<file path="src/rtl/led_pwm_pkg.sv">
// Shared types and register map for the multi-channel LED/PMOD output port.
package led_pwm_pkg;

    typedef enum logic [1:0] {
        MODE_STATIC    = 2'b00,
        MODE_PWM       = 2'b01,
        MODE_BLINK     = 2'b10,
        MODE_BLINK_DIM = 2'b11
    } mode_t;

    localparam logic [4:0] ADDR_LEVEL       = 5'h00;
    localparam logic [4:0] ADDR_PRESCALE_LO = 5'h01;
    localparam logic [4:0] ADDR_PRESCALE_HI = 5'h02;
    localparam logic [4:0] ADDR_MODE_BASE   = 5'h08;
    localparam logic [4:0] ADDR_DUTY_BASE   = 5'h10;

endpackage

</file>
<file path="src/rtl/led_pwm_port_pwm_timebase.sv">
// Prescaler, free-running PWM counter and blink phase shared by all channels.
module pwm_timebase #(
    parameter int PRESCALE_W = 16,
    parameter int PWM_BITS   = 8
) (
    input  logic                  clk_48mhz,
    input  logic                  reset,
    input  logic [PRESCALE_W-1:0] prescale,
    input  logic                  restart,
    output logic                  tick,
    output logic [PWM_BITS-1:0]   pwm_cnt,
    output logic                  wrap,
    output logic                  blink_phase
);

    logic [PRESCALE_W-1:0] pre_cnt;

    assign tick = (pre_cnt == prescale);
    assign wrap = tick && (pwm_cnt == '1);

    always_ff @(posedge clk_48mhz) begin
        if (reset) begin
            pre_cnt     <= '0;
            pwm_cnt     <= '0;
            blink_phase <= 1'b0;
        end else begin
            // A new reload value always starts a fresh prescale interval
            if (restart || tick) begin
                pre_cnt <= '0;
            end else begin
                pre_cnt <= pre_cnt + PRESCALE_W'(1);
            end
            if (tick) begin
                pwm_cnt <= pwm_cnt + PWM_BITS'(1);
            end
            if (wrap) begin
                blink_phase <= ~blink_phase;
            end
        end
    end

endmodule

</file>
<file path="src/rtl/led_pwm_port.sv">
// Register-mapped multi-channel output port: static, PWM, blink and blink-dim
// per channel, with per-pin polarity so it can drive active-low or active-high LEDs.
module led_pwm_port
    import led_pwm_pkg::*;
#(
    parameter int         CHANNELS    = 8,
    parameter int         PWM_BITS    = 8,
    parameter int         PRESCALE_W  = 16,
    parameter logic [7:0] INVERT_MASK = 8'h00
) (
    input  logic                clk_48mhz,
    input  logic                reset,
    input  logic                wr_en,
    input  logic                rd_en,
    input  logic [4:0]          addr,
    input  logic [7:0]          wr_data,
    output logic [7:0]          rd_data,
    output logic [CHANNELS-1:0] port_out,
    output logic                pwm_wrap
);

    logic [CHANNELS-1:0] level_q;
    logic [15:0]         prescale_q;
    mode_t               mode_q   [CHANNELS];
    logic [PWM_BITS-1:0] shadow_q [CHANNELS];
    logic [PWM_BITS-1:0] active_q [CHANNELS];

    logic                tick_p0;
    logic                wrap_p0;
    logic                blink_phase;
    logic [PWM_BITS-1:0] pwm_cnt;
    logic [CHANNELS-1:0] v_p0;
    logic [7:0]          rd_mux;

    logic [2:0] ch_sel;
    logic       ch_ok;
    logic       is_mode;
    logic       is_duty;
    logic       wr_presc;

    assign ch_sel   = addr[2:0];
    assign ch_ok    = int'(ch_sel) < CHANNELS;
    assign is_mode  = (addr[4:3] == ADDR_MODE_BASE[4:3]);
    assign is_duty  = (addr[4:3] == ADDR_DUTY_BASE[4:3]);
    assign wr_presc = wr_en && ((addr == ADDR_PRESCALE_LO) || (addr == ADDR_PRESCALE_HI));

    // Reload register is a full 16-bit pair on the bus; only PRESCALE_W bits reach the counter
    pwm_timebase #(
        .PRESCALE_W (PRESCALE_W),
        .PWM_BITS   (PWM_BITS)
    ) u_timebase (
        .clk_48mhz   (clk_48mhz),
        .reset       (reset),
        .prescale    (prescale_q[PRESCALE_W-1:0]),
        .restart     (wr_presc),
        .tick        (tick_p0),
        .pwm_cnt     (pwm_cnt),
        .wrap        (wrap_p0),
        .blink_phase (blink_phase)
    );

    // ---- stage p0: logical channel value from mode, counters and active duty
    for (genvar ch = 0; ch < CHANNELS; ch++) begin : g_ch
        logic pwm_hi;
        assign pwm_hi   = (pwm_cnt < active_q[ch]);
        assign v_p0[ch] = (mode_q[ch] == MODE_STATIC) ? level_q[ch] :
                          (mode_q[ch] == MODE_PWM)    ? pwm_hi      :
                          (mode_q[ch] == MODE_BLINK)  ? blink_phase :
                                                        (blink_phase & pwm_hi);
    end

    always_comb begin
        rd_mux = '0;
        if (addr == ADDR_LEVEL) begin
            rd_mux[CHANNELS-1:0] = level_q;
        end else if (addr == ADDR_PRESCALE_LO) begin
            rd_mux = prescale_q[7:0];
        end else if (addr == ADDR_PRESCALE_HI) begin
            rd_mux = prescale_q[15:8];
        end else if (is_mode && ch_ok) begin
            rd_mux = {6'b0, mode_q[ch_sel]};
        end else if (is_duty && ch_ok) begin
            rd_mux = shadow_q[ch_sel];
        end
    end

    // ---- stage p1: registers, pins and read data
    always_ff @(posedge clk_48mhz) begin
        if (reset) begin
            level_q    <= '0;
            prescale_q <= '0;
            for (int ch = 0; ch < CHANNELS; ch++) begin
                mode_q[ch]   <= MODE_STATIC;
                shadow_q[ch] <= '0;
                active_q[ch] <= '0;
            end
            port_out <= INVERT_MASK[CHANNELS-1:0];
            pwm_wrap <= 1'b0;
            rd_data  <= '0;
        end else begin
            if (wr_en && (addr == ADDR_LEVEL)) begin
                level_q <= wr_data[CHANNELS-1:0];
            end
            if (wr_en && (addr == ADDR_PRESCALE_LO)) begin
                prescale_q[7:0] <= wr_data;
            end
            if (wr_en && (addr == ADDR_PRESCALE_HI)) begin
                prescale_q[15:8] <= wr_data;
            end
            for (int ch = 0; ch < CHANNELS; ch++) begin
                if (wr_en && is_mode && (ch_sel == 3'(ch))) begin
                    mode_q[ch] <= mode_t'(wr_data[1:0]);
                end
                if (wr_en && is_duty && (ch_sel == 3'(ch))) begin
                    shadow_q[ch] <= wr_data[PWM_BITS-1:0];
                end
                // A duty write on the wrap cycle bypasses the shadow into the new period
                if (tick_p0 && wrap_p0) begin
                    active_q[ch] <= (wr_en && is_duty && (ch_sel == 3'(ch)))
                                    ? wr_data[PWM_BITS-1:0] : shadow_q[ch];
                end
            end
            port_out <= v_p0 ^ INVERT_MASK[CHANNELS-1:0];
            pwm_wrap <= wrap_p0;
            if (rd_en) begin
                rd_data <= rd_mux;
            end
        end
    end

endmodule
</file>
<file path="config.mk">
export PLATFORM = sky130hd
export DESIGN_NAME = led_pwm_port
export DESIGN_NICKNAME = d
export VERILOG_FILES = /design/src/rtl/led_pwm_pkg.sv /design/src/rtl/led_pwm_port_pwm_timebase.sv /design/src/rtl/led_pwm_port.sv
export SDC_FILE = /design/constraint.sdc
export NUM_CORES = 1
export LEC_CHECK = 0
export ABC_AREA = 1
export BUFFER_PORTS_ARGS = -buffer_cell sky130_fd_sc_hd__buf_2
export CORE_MARGIN = 2
export CORE_UTILIZATION = 40
export CTS_CLUSTER_SIZE = 12
export DETAILED_ROUTE_END_ITERATION = 10
export PLACE_DENSITY = 0.6
export REMOVE_ABC_BUFFERS = 1
export SYNTH_ARGS = -nofsm -noshare
export SYNTH_HDL_FRONTEND = slang
export SYNTH_SLANG_ARGS = --single-unit
</file>
<file path="constraint.sdc">
create_clock -name clk_48mhz -period 7.6 [get_ports clk_48mhz]
set_input_delay 0.76 -clock clk_48mhz [delete_from_list [all_inputs] [get_ports clk_48mhz]]
set_output_delay 0.76 -clock clk_48mhz [all_outputs]
set_load 0.01 [all_outputs]
</file>
==> impl_metrics.yaml, run 1 <==
run_status:
  outcome: "finished clean"
sta:
  worst_pin_slew_ns: 1.09
  fmax_ghz: 0.325
  final_hold_viol_count: 0
  fin_crit_ns: 3.08
  hold_slack_ns: 0.463
  slew_headroom_pct: 27.1
  skew_ns: 0.00911
  slew_viol_final: 0
  period_share_pct: 40.5
  setup_tns_ns: 0
  setup_ws_ns: 4.52
  rsz0062_at_grt: "no"
  setup_viol: 0
layout:
  fin_area_um2: 12100
  instances_no_fill: 1641
  nNetsFinal: 1357
  register_area_um2: 5650
  num_antenna_cells: 0
  nFillCells: 2592
  utilization_pct: 45.3
  areaGrowthSynthToFinish_pct: 12.2
  drive_gt1_share_pct: 7.69
  multiInputGateArea_um2: 4250
detailed_routing:
  vias_per_cell: 5.37
  wl_um: 31000
  dr.first_iter.drc_count: 972
  route.detailed.drc: 0
  dr.pass1.iters: 6
  vias: 8804
  detail-route-antenna-nets: 0
  wire_per_inst_um: 18.9
worst_setup_path:
  worstPathCellList: "buf_2 -> inv_1 -> nand3_1 -> nor2_1 -> nand2_1 -> nand3_1 -> o21bai_1 -> a21oi_1"
  rr_worst_depth: 6
  crit_fanout: 29
  crit_path_start_kind: "input port"
  crit_path_frequent_cell: "nand3_1"
  slowest_stage: "nand3_1"
  critical_path_class: "input port to register"
  r2r_start: "u_timebase.pwm_cnt[1]$_SDFFE_PP0P_"
  worst_r2r_endpoint: "active_q[0][18]$_SDFFCE_PN0P_"
  max_stage_delay_ns: 0.55
  crit_arrival_ns: 3.53
  endpoint_kind: "register"
  cp_data_required_time_ns: 8.06
  reg2reg_slack_ns: 5.06
min_path:
  hold_class: "register to register"
  holdPathStages: 2
  min-delay-start: "rd_data[0]$_SDFFE_PP0P_"
  hold_path_end: "rd_data[0]$_SDFFE_PP0P_"
clock_network:
  post_cts_buffers: 0
  insertion_delay_ns: 0.52
  numClockSinks: 210
  hold_buffers: 0
  cts_tree: "done"
  cts_root_buf: "clkbuf_16"
  htree_levels: 1
  clk_pin_slew_ns: 0.06
  clockBufferDepth: 3
  numCtsBuffers: 24
  cts_resized: 0
place:
  dp_cells: 1597
  io_buffers: 33
  hpwl_um: 22700
  globalplace.congestion: 0.934
  pre_cts_slack_ns: 4.04
  place_area_um2: 11200
logic_synthesis:
  ys_types: 35
  ys_seq_area_share_pct: 52.5
  syn-mean-instance-area_um2: 8.56
  synthesis.area_um2: 10800
  synth_cells: 1257
  ys_ff_latch: 210
  yosysWarnings: 0
power_and_ir_drop:
  powerDensity_nw_per_um2: 236
  power.internal_mw: 2.15
  swShare_pct: 24.7
  comb_power_share_pct: 10.0
  power_switching_mw: 0.703
  p_clk_share_pct: 43.4
  p_seq_share_pct: 46.7
  vdd_ir_drop_max_v: 0.000149
  p_leak_nw: 5.15
  fin_total_pwr_mw: 2.85
die:
  die_w_um: 168
  core_um2: 26700
  start_util_pct: 40.4
  io_pins: 34
  die_h_um: 168
  fp.dieArea_um2: 28200
  fp-row-count: 60
grt:
  grt_pass1_wl_um: 47500
  gr-usage-met2_pct: 35.6
  antenna_found_initial: 0
  track_usage_pct: 22.2
  overflow: 0
  grt_pass1_vias: 8249
  grt_max_degree: 65
  grt_use_met1_pct: 29.5
  met3_usage_pct: 4.54
  grt_busiest_layer: "met2"
run:
  maxCapViolCount: 0
-- cells in the mapped netlist (all sizes together) --
library cell	number	area, um^2
a211oi	3	22.5
a21oi	139	696
a22oi	13	97.6
a31oi	12	75.1
buf	7	47.5
clkbuf	33	124
clkinv	5	18.8
dfxtp	66	1320
edfxtp	144	4320
ha	58	726
inv	179	672
nand2	215	810
nand3	23	115
nand3b	1	7.51
nand4	15	106
nor2	222	851
nor3	13	75.1
nor3b	12	90.1
nor4	1	6.26
o2111ai	7	61.3
o211ai	6	45.0
o21a	3	22.5
o21ai	57	285
o21bai	1	7.51
o221ai	2	17.5
o22ai	15	93.8
o31ai	2	15.0
xor2	3	26.3
-- final cells by class --
type                       instances  share of cell area, %
timing repair buffer              39                   1.74
clock inverter                    10                   1.20
tap                              341                   3.53
multi-input combinational        823                   35.2
clock buffer                      34                   5.83
inverter                         184                   5.72
sequential                       210                   46.7
-- how the worst max path moves through the flow --
stage,start,end,cells past startpoint
finish,addr[2],u_timebase.pre_cnt[12]$_SDFF_PP0_,8
global route,addr[4],shadow_q[1][1]$_SDFFCE_PN0P_,7
CTS,addr[2],u_timebase.pre_cnt[12]$_SDFF_PP0_,8
detailed placement,addr[2],u_timebase.pre_cnt[12]$_SDFF_PP0_,8
global placement,addr[2],u_timebase.pre_cnt[12]$_SDFF_PP0_,8
floorplan,reset,active_q[0][0]$_SDFFCE_PN0P_,2
-- routing by layer --
| metal | up-vias | share of wire [%] |
|---|---|---|
| met5 | - | 0 |
| met1 | 4065 | 42 |
| li1 | 4265 | - |
| met4 | 0 | 4.6 |
| met2 | 386 | 45 |
| met3 | 88 | 8.6 |
-- cells in the final DEF (no fill, tap or decap), types with 3 or more instances in the layout --
cell type / n
a211oi_1: 3
clkinv_1: 9
nand4_1: 13
a21oi_1: 139
o211ai_1: 6
o21a_1: 3
bufinv_16: 4
clkbuf_1: 5
o2111ai_1: 7
clkbuf_16: 26
nor3_1: 11
inv_2: 15
xor2_1: 3
buf_4: 6
a22oi_1: 13
a31oi_1: 12
nor2_2: 4
inv_1: 164
buf_2: 33
ha_1: 58
o21ai_0: 57
nand3_1: 23
nand2_1: 213
nor3b_1: 12
dfxtp_1: 66
nor2_1: 217
edfxtp_1: 144
o22ai_1: 15
-- state kept, by name (all words and copies together) (netlist names) --
signal and flops:
u_timebase.blink_phase 1, u_timebase.pwm_cnt 8, u_timebase.pre_cnt 16, prescale_q 16, mode_q 16, pwm_wrap 1, active_q 64, shadow_q 64
port_out 8, rd_data 8, level_q 8
-- power groups by stage --
stage | clock [mW] | sequential, mW | combinational [mW]
global placement | 0 | 1.35 | 0.279
floorplan | 0 | 1.34 | 0.175
global route | 1.30 | 1.34 | 0.320
CTS | 1.25 | 1.33 | 0.284
detailed placement | 0 | 1.35 | 0.282
finish | 1.24 | 1.33 | 0.284
-- critical path, delay by kind of cell --
kind | cells | cell delay, ns
and+or+nand+nor | 4 | 1.39
buffers and inverters | 2 | 0.91
AOI/OAI and AO/OA | 2 | 0.44
-- kinds of logic after synthesis --
| logic type | synth area share, % |
|---|---|
| compound gates | 13.4 |
| buf+inv | 8.01 |
| xor+xnor | 0.244 |
| simple gates | 19.2 |
| flops | 52.5 |
| fa+ha+maj | 6.75 |
(Power assumes the default switching activity.)
==> inputs of run 2 (changes only) <==
Clock period 7.6 ns to 2.9 ns, I/O delays scaled along.
==> run 2 against run 1 <==
- total power increased to 2.6 times the previous value
- flip-flop and latch count unchanged
- combinational power increased to 2.9 times the previous value
- final cell count increased by 2.2%
- utilization increased by 0.87 points
- global-route usage increased by 0.81 points
- sequential power increased to 2.6 times the previous value
- critical path type is now register to register
- largest power group unchanged
==> impl_metrics.yaml, run 2 (synthesis gave the netlist of run 1 again) <==
sta:
  slew_viol_final: 0
  slew_headroom_pct: 46.8
  fin_crit_ns: 2.29
  rsz0062_at_grt: "no"
  fmax_ghz: 0.438
  skew_ns: 0.0204
  worst_pin_slew_ns: 0.797
  setup_tns_ns: 0
  final_hold_viol_count: 0
  period_share_pct: 78.8
  setup_viol: 0
detailed_routing:
  wire_per_inst_um: 19.1
  wl_um: 32000
  route.detailed.drc: 0
  detail-route-antenna-nets: 0
  dr.pass1.iters: 7
  dr.first_iter.drc_count: 1093
  vias: 8913
  vias_per_cell: 5.31
die:
  core_um2: 26700
  io_pins: 34
  die_w_um: 168
  die_h_um: 168
  start_util_pct: 40.4
  fp.dieArea_um2: 28200
  fp-row-count: 60
clock_network:
  insertion_delay_ns: 0.55
  hold_buffers: 0
  cts_root_buf: "clkbuf_16"
  cts_tree: "done"
  cts_resized: 0
  numClockSinks: 210
  post_cts_buffers: 0
  numCtsBuffers: 25
  clockBufferDepth: 3
  clk_pin_slew_ns: 0.06
  htree_levels: 1
power_and_ir_drop:
  p_leak_nw: 5.31
  powerDensity_nw_per_um2: 601
  vdd_ir_drop_max_v: 0.000407
worst_setup_path:
  endpoint_kind: "register"
  critical_path_class: "register to register"
  crit_fanout: 49
  crit_path_start_kind: "register"
  cp_data_required_time_ns: 3.26
  crit_arrival_ns: 2.64
grt:
  grt_max_degree: 65
  track_usage_pct: 23.0
  grt_pass1_wl_um: 49300
  grt_pass1_vias: 8368
  overflow: 0
  antenna_found_initial: 1
min_path:
  hold_class: "input port to register"
run:
  maxCapViolCount: 0
layout:
  drive_gt1_share_pct: 10.0
  nNetsFinal: 1393
  layout_common_cells: "217 x nor2_1, 213 x nand2_1, 164 x inv_1"
  final_common_cell: "nor2_1"
  areaGrowthSynthToFinish_pct: 14.4
  instances_no_fill: 1677
  reg.largest.list: "active_q x64, shadow_q x64"
  num_antenna_cells: 0
place:
  io_buffers: 33
  globalplace.congestion: 0.934
  hpwl_um: 23700
  dp_cells: 1632
run_status:
  outcome: "finished clean"
run 2: cell types whose count changed in the layout (fill, tap and decap cells not counted):
| cell | delta |
|---|---|
| buf_4 | +34 |
| clkbuf_1 | +5 |
| bufinv_16 | -3 |
| clkinv_1 | -3 |
| buf_12 | +1 |
| clkbuf_16 | +1 |
| clkbuf_4 | +1 |
| clkbuf_8 | -1 |
| inv_16 | +1 |
run 2: path summary, 6_finish.rpt:
kind | start | endpoint | slack [ns] | cells after the start
worst max-delay path | prescale_q[12]$_SDFFE_PP0P_ | active_q[0][28]$_SDFFCE_PN0P_ | 0.61 | 13
worst min-delay path | wr_data[0] | prescale_q[8]$_SDFFE_PP0P_ | 0.14 | 3
worst max register to register | prescale_q[12]$_SDFFE_PP0P_ | active_q[0][28]$_SDFFCE_PN0P_ | 0.61 | 13
worst min register to register | rd_data[0]$_SDFFE_PP0P_ | rd_data[0]$_SDFFE_PP0P_ | 0.47 | 2
run 2: critical path, stage by stage, from the launching register on:
cell	delay (ns)
dfxtp_1	0.39
inv_1	0.07
nand2_1	0.06
nand2_1	0.06
nor2_1	0.12
nand2_1	0.06
nor2_1	0.12
nand2_2	0.15
nor2_4	0.15
nand4_2	0.10
nor2_2	0.10
nand4_2	0.08
buf_4	0.32
nor2_1	0.26
run 2: area by class of cell:
cell class / instances / area, um^2
timing repair buffer: 74 / 485
clock inverter: 5 / 63.8
clock buffer: 40 / 742
inverter: 184 / 691
sequential: 210 / 5650
fill: 2573 / 14300
multi-input combinational: 823 / 4250
tap: 341 / 427
run 2: stage by stage:
stage / utilization, % / hold slack [ns] / total power [mW] / worst slack (ns) / instance area (um^2)
2_1_floorplan: - / 0.359 / 3.97 / 0.0477 / 10600
5_1_grt: 46.2 / 0.128 / 7.67 / 0.331 / 12300
4_1_cts: 46.2 / 0.117 / 7.43 / 0.639 / 12300
6_report: 46.2 / 0.135 / 7.40 / 0.615 / 12300
3_5_place_dp: 43.2 / 0.458 / 4.35 / 0.570 / 11500
3_3_place_gp: 43.2 / 0.452 / 4.34 / 0.606 / 11500
run 2: report_power, final:
group / switching, mW / internal, mW / leakage [nW] / total, mW
logic: 0.572 / 0.264 / 3.00 / 0.836
registers: 0.0953 / 3.37 / 1.92 / 3.46
clock network: 1.25 / 1.85 / 0.394 / 3.10
total: 1.92 / 5.48 / 5.31 / 7.40
run 2: routing by layer:
metal / global-route usage, % / wire length (um) / up-vias
li1: - / - / 4335
met1: 31.6 / 13900 / 4101
met2: 36.1 / 14200 / 387
met3: 4.21 / 2520 / 90
met4: 9.04 / 1360 / 0
met5: 0 / 0 / -
==> inputs of run 3 (changes only) <==
Settings changed: PLACE_DENSITY 0.6 to 0.62.
Clock period 2.9 ns to 1.9 ns, I/O delays scaled along.
==> run 3 against run 2 <==
- the run now ends with setup timing left
- clock skew grew 0.018 ns
- first-iteration DRC count fell by 19%
- critical path depth up 1
- clock power rose by 47%
- design area rose by 11%
- sequential share of layout area fell by 4.4 points
- via count grew 6.4%
- largest cell class unchanged
==> impl_metrics.yaml, run 3 (synthesis gave the netlist of run 1 again) <==
layout:
  reg.largest.list: "active_q x64, shadow_q x64"
  layout_common_cells: "212 x nor2_1, 209 x nand2_1, 159 x inv_1"
  drive_gt1_share_pct: 21.0
  instances_no_fill: 1811
  fin_area_um2: 13700
  nFillCells: 2439
  nNetsFinal: 1528
  areaGrowthSynthToFinish_pct: 27.2
  utilization_pct: 51.4
  final_common_cell: "nor2_1"
  num_antenna_cells: 0
worst_setup_path:
  cp_data_required_time_ns: 2.13
  crit_arrival_ns: 2.28
  critical_path_class: "register to register"
  crit_path_start_kind: "register"
  crit_fanout: 9
  endpoint_kind: "register"
die:
  fp-row-count: 60
  die_w_um: 168
  core_um2: 26700
  start_util_pct: 40.4
  fp.dieArea_um2: 28200
  die_h_um: 168
  io_pins: 34
grt:
  overflow: 0
  antenna_found_initial: 0
  met3_usage_pct: 2.61
  track_usage_pct: 23.4
  gr-usage-met2_pct: 38.5
  grt_busiest_layer: "met2"
  grt_max_degree: 50
  grt_use_met1_pct: 30.8
  grt_pass1_wl_um: 50900
  grt_pass1_vias: 9125
clock_network:
  cts_root_buf: "clkbuf_16"
  numClockSinks: 210
  htree_levels: 1
  hold_buffers: 0
  clockBufferDepth: 3
  insertion_delay_ns: 0.55
  clk_pin_slew_ns: 0.06
  numCtsBuffers: 23
  cts_tree: "done"
place:
  io_buffers: 33
  place_area_um2: 12500
  globalplace.congestion: 0.975
  hpwl_um: 24800
  dp_cells: 1748
  pre_cts_slack_ns: -0.102
sta:
  rsz0062_at_grt: "yes"
  setup_ws_ns: -0.145
  fmax_ghz: 0.489
  setup_viol: 114
  slew_headroom_pct: 65.9
  final_hold_viol_count: 0
  setup_tns_ns: -10.08
  fin_crit_ns: 2.05
  period_share_pct: 108
  worst_pin_slew_ns: 0.511
  skew_ns: 0.0389
  slew_viol_final: 0
  hold_slack_ns: 0.0491
detailed_routing:
  vias_per_cell: 5.24
  vias: 9486
  route.detailed.drc: 0
  wl_um: 33200
  dr.first_iter.drc_count: 889
  dr.pass1.iters: 5
  wire_per_inst_um: 18.3
  detail-route-antenna-nets: 0
run_status:
  violations: "setup timing"
  outcome: "complete, but fails checks"
power_and_ir_drop:
  fin_total_pwr_mw: 11.5
  vdd_ir_drop_max_v: 0.000585
  p_leak_nw: 6.10
  powerDensity_nw_per_um2: 839
min_path:
  hold_class: "input port to register"
run:
  maxCapViolCount: 0
[run 3: final cells by class]
class	instances	area (um^2)	share of cell area (%)
well taps	341	427	3.12
inverters	184	693	5.06
flip-flops and latches	210	5670	41.4
multi-input cells	823	4340	31.7
clock inverters	6	93.8	0.686
repair buffers	211	1790	13.1
clock buffers	36	674	4.93
[run 3: metal layers]
metal	routed length (um)	up-vias
li1	-	4601
met1	14100	4402
met2	15300	392
met3	2050	91
met4	1800	0
met5	0	-
[run 3: worst paths after layout]
kind / start / to / slack (ns) / cells past startpoint
setup / recovery: prescale_q[8]$_SDFFE_PP0P_ / active_q[0][0]$_SDFFCE_PN0P_ / -0.15 / 14
setup reg to reg: prescale_q[8]$_SDFFE_PP0P_ / active_q[0][0]$_SDFFCE_PN0P_ / -0.15 / 14
hold / removal: wr_data[1] / level_q[1]$_SDFFE_PP0P_ / 0.05 / 3
hold reg to reg: level_q[0]$_SDFFE_PP0P_ / port_out[0]$_SDFF_PP0_ / 0.47 / 2
[run 3: critical path: stages (launching register included)]
cell and delay (ns):
dfxtp_2 0.34, inv_2 0.04, nand2_1 0.05, nand2_1 0.05
nor2_1 0.14, nand2_1 0.07, nor2_1 0.13, nand2_2 0.11
buf_4 0.15, buf_6 0.12, inv_4 0.06, nand2_4 0.06
nand2_8 0.17, buf_6 0.13, buf_16 0.11
[run 3: report_power, final]
part	switching [mW]	internal (mW)	total (mW)
Clock	1.85	2.72	4.56
Sequential	0.135	5.14	5.28
Combinational	0.971	0.676	1.65
Total	2.95	8.53	11.5
[run 3: repair_timing]
item | in CTS | in global routing
resized for setup | 29 | 30
pin swaps | 0 | 6
endpoints found under the setup margin | 114 | 130
endpoints found under the hold margin | 0 | 0
setup buffers | 5 | 9
gates cloned | 3 | 4
